`src/rtl/ps2_host_tx.sv`:
```
// ps2_host_tx: host-to-device PS/2 transmitter.
// Sends one command byte (e.g. 0xED set-LEDs, 0xFF reset) to a PS/2 device.
// The PS/2 lines are driven open-drain: an *_oe output of 1 pulls the line low.
// A frame is inhibit (clock held low), request-to-send (data low, clock
// released), ten device-clocked bits (8 data LSB first, odd parity, stop),
// then the device ACK bit.
//
// Parameters:
//   INHIBIT_CYCLES  clk cycles ps2 clock is held low before the start bit
//   TIMEOUT_CYCLES  max clk cycles from clock release to end of ACK/idle
//   FILT_LEN        ps2_clk_in filter depth (filtered build only)
//
// Ports:
//   clk          system clock
//   reset        synchronous, active-low reset
//   tx_data      command byte, sampled when tx_start is accepted
//   tx_start     one-cycle request, ignored unless idle
//   ps2_clk_in   PS2_CLK pin level (asynchronous)
//   ps2_data_in  PS2_DATA pin level (asynchronous)
//   ps2_clk_oe   1 = pull PS2_CLK low
//   ps2_data_oe  1 = pull PS2_DATA low
//   busy         transaction in progress
//   done         one-cycle pulse at the end of a transaction
//   err_code     0 ok, 1 NACK, 2 timeout; held until the next accepted start
//
// Build option:
//   PS2_TX_FILTER_EN  when defined, the synchronised ps2 clock passes a
//                     FILT_LEN-deep agreement filter before edge detection.
module ps2_host_tx #(
  parameter int unsigned INHIBIT_CYCLES = 2600,
  parameter int unsigned TIMEOUT_CYCLES = 375000,
  parameter int unsigned FILT_LEN       = 8
) (
  input  logic       clk,
  input  logic       reset,
  input  logic [7:0] tx_data,
  input  logic       tx_start,
  input  logic       ps2_clk_in,
  input  logic       ps2_data_in,
  output logic       ps2_clk_oe,
  output logic       ps2_data_oe,
  output logic       busy,
  output logic       done,
  output logic [1:0] err_code
);

  localparam int unsigned CNT_MAX = (INHIBIT_CYCLES > TIMEOUT_CYCLES) ?
                                    INHIBIT_CYCLES : TIMEOUT_CYCLES;
  localparam int unsigned CNT_W   = $clog2(CNT_MAX + 1);
  localparam logic [CNT_W-1:0] INHIBIT_LAST = CNT_W'(INHIBIT_CYCLES - 1);
  localparam logic [CNT_W-1:0] TIMEOUT_LAST = CNT_W'(TIMEOUT_CYCLES - 1);

  if (FILT_LEN < 1) begin : g_bad_filt_len
    $error("FILT_LEN must be at least 1");
  end

  typedef enum logic [2:0] {
    IDLE,
    INHIBIT,
    REQ,
    SHIFT,
    ACK,
    WAIT_IDLE,
    DONE
  } state_t;

  state_t           state;
  logic [9:0]       frame;
  logic [3:0]       bit_cnt;
  logic [CNT_W-1:0] cnt;

  logic [1:0] clk_sync;
  logic [1:0] data_sync;
  logic       clk_lvl;
  logic       clk_prev;
  logic       clk_fall;
  logic       data_s;
  logic       timed_out;

  // Idle bus level is high, so synchronisers reset to 1 to avoid a
  // spurious falling edge right after reset.
  always_ff @(posedge clk) begin
    if (!reset) begin
      clk_sync  <= '1;
      data_sync <= '1;
    end else begin
      clk_sync  <= {clk_sync[0], ps2_clk_in};
      data_sync <= {data_sync[0], ps2_data_in};
    end
  end

  assign data_s = data_sync[1];

`ifdef PS2_TX_FILTER_EN
  logic [FILT_LEN-1:0] filt_sr;
  logic                filt_lvl;

  // The filtered level only moves once every sample in the window agrees.
  always_ff @(posedge clk) begin
    if (!reset) begin
      filt_sr  <= '1;
      filt_lvl <= 1'b1;
    end else begin
      filt_sr <= (filt_sr << 1) | FILT_LEN'(clk_sync[1]);
      if (&filt_sr) begin
        filt_lvl <= 1'b1;
      end else if (~|filt_sr) begin
        filt_lvl <= 1'b0;
      end
    end
  end

  assign clk_lvl = filt_lvl;
`else
  assign clk_lvl = clk_sync[1];
`endif

  always_ff @(posedge clk) begin
    if (!reset) begin
      clk_prev <= 1'b1;
    end else begin
      clk_prev <= clk_lvl;
    end
  end

  assign clk_fall  = clk_prev & ~clk_lvl;
  assign timed_out = (cnt == TIMEOUT_LAST);

  always_ff @(posedge clk) begin
    if (!reset) begin
      state       <= IDLE;
      frame       <= '0;
      bit_cnt     <= '0;
      cnt         <= '0;
      ps2_clk_oe  <= 1'b0;
      ps2_data_oe <= 1'b0;
      busy        <= 1'b0;
      done        <= 1'b0;
      err_code    <= '0;
    end else begin
      done <= 1'b0;
      // Timeout takes priority over any edge seen in the same cycle.
      if ((state == SHIFT || state == ACK || state == WAIT_IDLE) && timed_out) begin
        ps2_clk_oe  <= 1'b0;
        ps2_data_oe <= 1'b0;
        err_code    <= 2'd2;
        busy        <= 1'b0;
        done        <= 1'b1;
        state       <= DONE;
      end else begin
        unique case (state)
          IDLE: begin
            ps2_clk_oe  <= 1'b0;
            ps2_data_oe <= 1'b0;
            if (tx_start) begin
              frame      <= {1'b1, ~^tx_data, tx_data};
              err_code   <= '0;
              busy       <= 1'b1;
              cnt        <= '0;
              bit_cnt    <= '0;
              ps2_clk_oe <= 1'b1;
              state      <= INHIBIT;
            end
          end

          INHIBIT: begin
            if (cnt == INHIBIT_LAST) begin
              cnt         <= '0;
              ps2_data_oe <= 1'b1;
              state       <= REQ;
            end else begin
              cnt <= cnt + 1'b1;
            end
          end

          // Start bit is already low; releasing the clock hands timing
          // over to the device.
          REQ: begin
            ps2_clk_oe <= 1'b0;
            cnt        <= '0;
            state      <= SHIFT;
          end

          SHIFT: begin
            cnt <= cnt + 1'b1;
            if (clk_fall) begin
              ps2_data_oe <= ~frame[0];
              frame       <= {1'b0, frame[9:1]};
              bit_cnt     <= bit_cnt + 1'b1;
              if (bit_cnt == 4'd9) begin
                state <= ACK;
              end
            end
          end

          ACK: begin
            cnt         <= cnt + 1'b1;
            ps2_data_oe <= 1'b0;
            if (clk_fall) begin
              if (data_s) begin
                err_code <= 2'd1;
              end
              state <= WAIT_IDLE;
            end
          end

          WAIT_IDLE: begin
            cnt <= cnt + 1'b1;
            if (clk_lvl && data_s) begin
              busy  <= 1'b0;
              done  <= 1'b1;
              state <= DONE;
            end
          end

          DONE: begin
            state <= IDLE;
          end

          default: begin
            state <= IDLE;
          end
        endcase
      end
    end
  end

endmodule

```
`config.mk`:
```
export PLATFORM = sky130hd
export DESIGN_NAME = ps2_host_tx
export DESIGN_NICKNAME = d
export VERILOG_FILES = /design/src/rtl/ps2_host_tx.sv
export SDC_FILE = /design/constraint.sdc
export NUM_CORES = 1
export LEC_CHECK = 0
export ABC_AREA = 1
export BUFFER_PORTS_ARGS = -buffer_cell sky130_fd_sc_hd__buf_2
export CORE_MARGIN = 5
export CORE_UTILIZATION = 60
export CTS_CLUSTER_SIZE = 16
export DETAILED_ROUTE_END_ITERATION = 12
export GPL_TIMING_DRIVEN = 1
export PLACE_DENSITY = 0.79
export SYNTH_ARGS = -nofsm -noshare
export SYNTH_HDL_FRONTEND = slang
export SYNTH_SLANG_ARGS = --single-unit
export TNS_END_PERCENT = 10
```
`constraint.sdc`:
```
create_clock -name clk -period 2.1 [get_ports clk]
set_clock_uncertainty 0.1 [all_clocks]
set_input_delay 0.315 -clock clk [delete_from_list [all_inputs] [get_ports clk]]
set_output_delay 0.315 -clock clk [all_outputs]
set_load 0.05 [all_outputs]
```
==> impl_metrics.json <==
{
  "arrival_ns": 2.08,
  "die_y_um": 78.9,
  "cts_tree": "done",
  "synth_nets": 457,
  "power-per-cell-area_nw_per_um2": 719,
  "path_buf_inv": 0,
  "synth_top_area_share_pct": 33.1,
  "place_inst": 507,
  "grt_util_all_layers_pct": 22.7,
  "holdWs_ns": 0.0831,
  "syn_inst": 441,
  "yosys_warnings": 0,
  "period_minus_slack_ns": 1.95,
  "initial_core_util_pct": 61.0,
  "grt_overflow": 0,
  "drive_gt1_share_pct": 16.7,
  "fillers": 424,
  "grt_pass1_vias": 2624,
  "cp_slowest_cell": "dfxtp_1",
  "ys_seq_elements": 47,
  "ys_top_cells_by_area": "dfxtp_1 33%, nand2_1 15%, nor2_1 6.2%, a21oi_1 6.2%, nand3_1 5.8%",
  "root_buffer": "clkbuf_8",
  "dr.first_iter.drc_count": 149,
  "required_ns": 2.23,
  "drt_first_pass_iters": 4,
  "clock.fmax_mhz": 513,
  "htreeDepth": 2,
  "post-cts-setup-buffers": 0,
  "clk_latency_ns": 0.31,
  "cts.path.max_buffers": 2,
  "hold_viol_final": 0,
  "cp_cell_sequence": "ha_2 > nand3_2 > nor3_4 > nand3_4 > nand3_4 > o21ai_0 > a21oi_1",
  "grt_first_pass_wirelength_mm": 11.4,
  "synth_fa_ha_area_share_pct": 1.32,
  "syn_area_per_cell_um2": 6.45,
  "wire_per_inst_um": 13.2,
  "netlist_area_um2": 2850,
  "grt_max_degree": 26,
  "clock_sinks": 47,
  "synth_edf_count": 0,
  "setup_viol": 0,
  "synth_top_family_by_area": "simple AND/OR/NAND/NOR gates",
  "area_delta_synth_final_pct": 11.0,
  "ios": 19,
  "crit_path_start_kind": "flop",
  "status": "completed",
  "ys_seq_area_share_pct": 33.1,
  "synth_compound_gate_area_share_pct": 12.8,
  "synthXorXnorAreaFrac_pct": 4.00,
  "instances_no_fill": 515,
  "num-nets-final": 476,
  "placed_cell_area_um2": 2990,
  "final_antenna_net_count": 0,
  "drc": 0,
  "period_share_pct": 92.7,
  "gp_congestion": 0.943,
  "crit_fanout": 25,
  "worst_slew_pin_slew_ns": 0.513,
  "cts.clk_slew.worst_paths_ns": 0.10,
  "drv_cap": 0,
  "netlist-cell-type-count": 34,
  "final_area_um2": 3160,
  "cts_buffers": 5,
  "synth_most_common_cell": "nand2_1",
  "cp_common_cell": "nand3_4",
  "critPathCaptureType": "flop",
  "diodes": 0,
  "relSlewSlack_pct": 65.8,
  "synthTopCellsByCount": "111 x nand2_1, 47 x dfxtp_1, 47 x nor2_1, 41 x inv_1, 35 x a21oi_1",
  "slew_viol_final": 0,
  "coreArea_um2": 4660,
  "die_w_um": 78.9,
  "viasPerCell": 5.43,
  "p_leak_uw": 0.00129,
  "crit_family": "simple AND/OR/NAND/NOR gates",
  "synth_top_cell_by_area": "dfxtp_1",
  "synth.area.mux_share_pct": 0,
  "async_flop_share_pct": 0,
  "max_stage_delay_ns": 0.39,
  "port_buffers": 18,
  "vias": 2798,
  "post-dp-hpwl_mm": 5.10,
  "dieArea_um2": 6220,
  "hold_class": "in -> reg",
  "wl_mm": 6.78,
  "num_rows": 25,
  "yosys.area_share.simple_pct": 38.5,
  "ir_drop_uv": 659,
  "antenna_found_initial": 0,
  "synthFlopType": "dfxtp_1",
  "crit_type": "reg -> reg",
  "rsz0062_at_grt": "yes"
}
[worst register-to-register path, stage by stage (launching register included)]
cell,delay [ns]
dfxtp_1,0.39
ha_2,0.24
nand3_2,0.15
nor3_4,0.25
nand3_4,0.18
nand3_4,0.25
o21ai_0,0.14
a21oi_1,0.15
[final cells by class]
class	instances	area (um^2)	share of cell area, %
clock buffers	5	68.8	2.18
clock inverters	3	67.6	2.14
inverters	55	206	6.54
multi-input cells	323	1640	52.0
flip-flops and latches	47	941	29.8
well taps	54	67.6	2.14
repair buffers	28	165	5.23
[state kept, by name (all words and copies together), names as in the netlist, 2 cells and up]
name       cells
cnt           19
data_sync      2
bit_cnt        4
state          3
frame         10
clk_sync       2
err_code       2
[placed cells by master (no fill, tap or decap), types with 8 or more instances in the layout]
cell	count
a21oi_1	35
buf_4	10
o21ai_0	20
nand4_1	10
buf_2	18
nand3_1	33
nor2_1	47
xor2_1	8
dfxtp_1	47
nand2_1	111
nor3_1	9
inv_1	41
inv_2	12
[report_power, final]
group	switching (uW)	internal [uW]	total, uW
sequential	36.7	960	996
clock	321	475	795
combinational	331	149	480
[cells by family after synthesis]
kind of cell,Yosys count
adders and majority gates,3
buffers and inverters,71
DFF,47
AOI/OAI and AO/OA,69
xor gates and xnor gates,13
and+or+nand+nor,238
[metal layers]
layer	wire, um	part of all wire (%)	global-route usage (%)
met5	0	0	0
met4	133	2.0	9.11
met3	225	3.3	3.63
met2	3400	50	40.6
met1	3020	45	27.0
[through the flow]
stage | utilization (%) | setup slack, ns | power (uW) | TNS [ns]
2_1_floorplan | - | 0.360 | 1370 | 0
4_1_cts | 67.1 | 0.00471 | 2270 | 0
3_5_place_dp | 64.2 | 0.0272 | 1480 | 0
6_report | 67.8 | 0.152 | 2270 | 0
3_3_place_gp | 64.2 | 0.201 | 1450 | 0
5_1_grt | 67.8 | -0.0130 | 2390 | -0.0225
[what timing repair did]
| action | in CTS | in global routing |
|---|---|---|
| endpoints found under the setup margin | 0 | 23 |
| resized for setup | 0 | 5 |
| hold buffers | 0 | 0 |
[path summary, 6_finish.rpt]
check	startpoint	depth (start not counted)	slack (ns)	end
setup / recovery	cnt[1]	7	0.15	frame[3]
hold / removal	ps2_clk_in	2	0.08	clk_sync[0]
setup reg to reg	cnt[1]	7	0.15	frame[3]
hold reg to reg	data_sync[0]	1	0.32	data_sync[1]
Note: power is estimated with default switching activity, not from simulation.
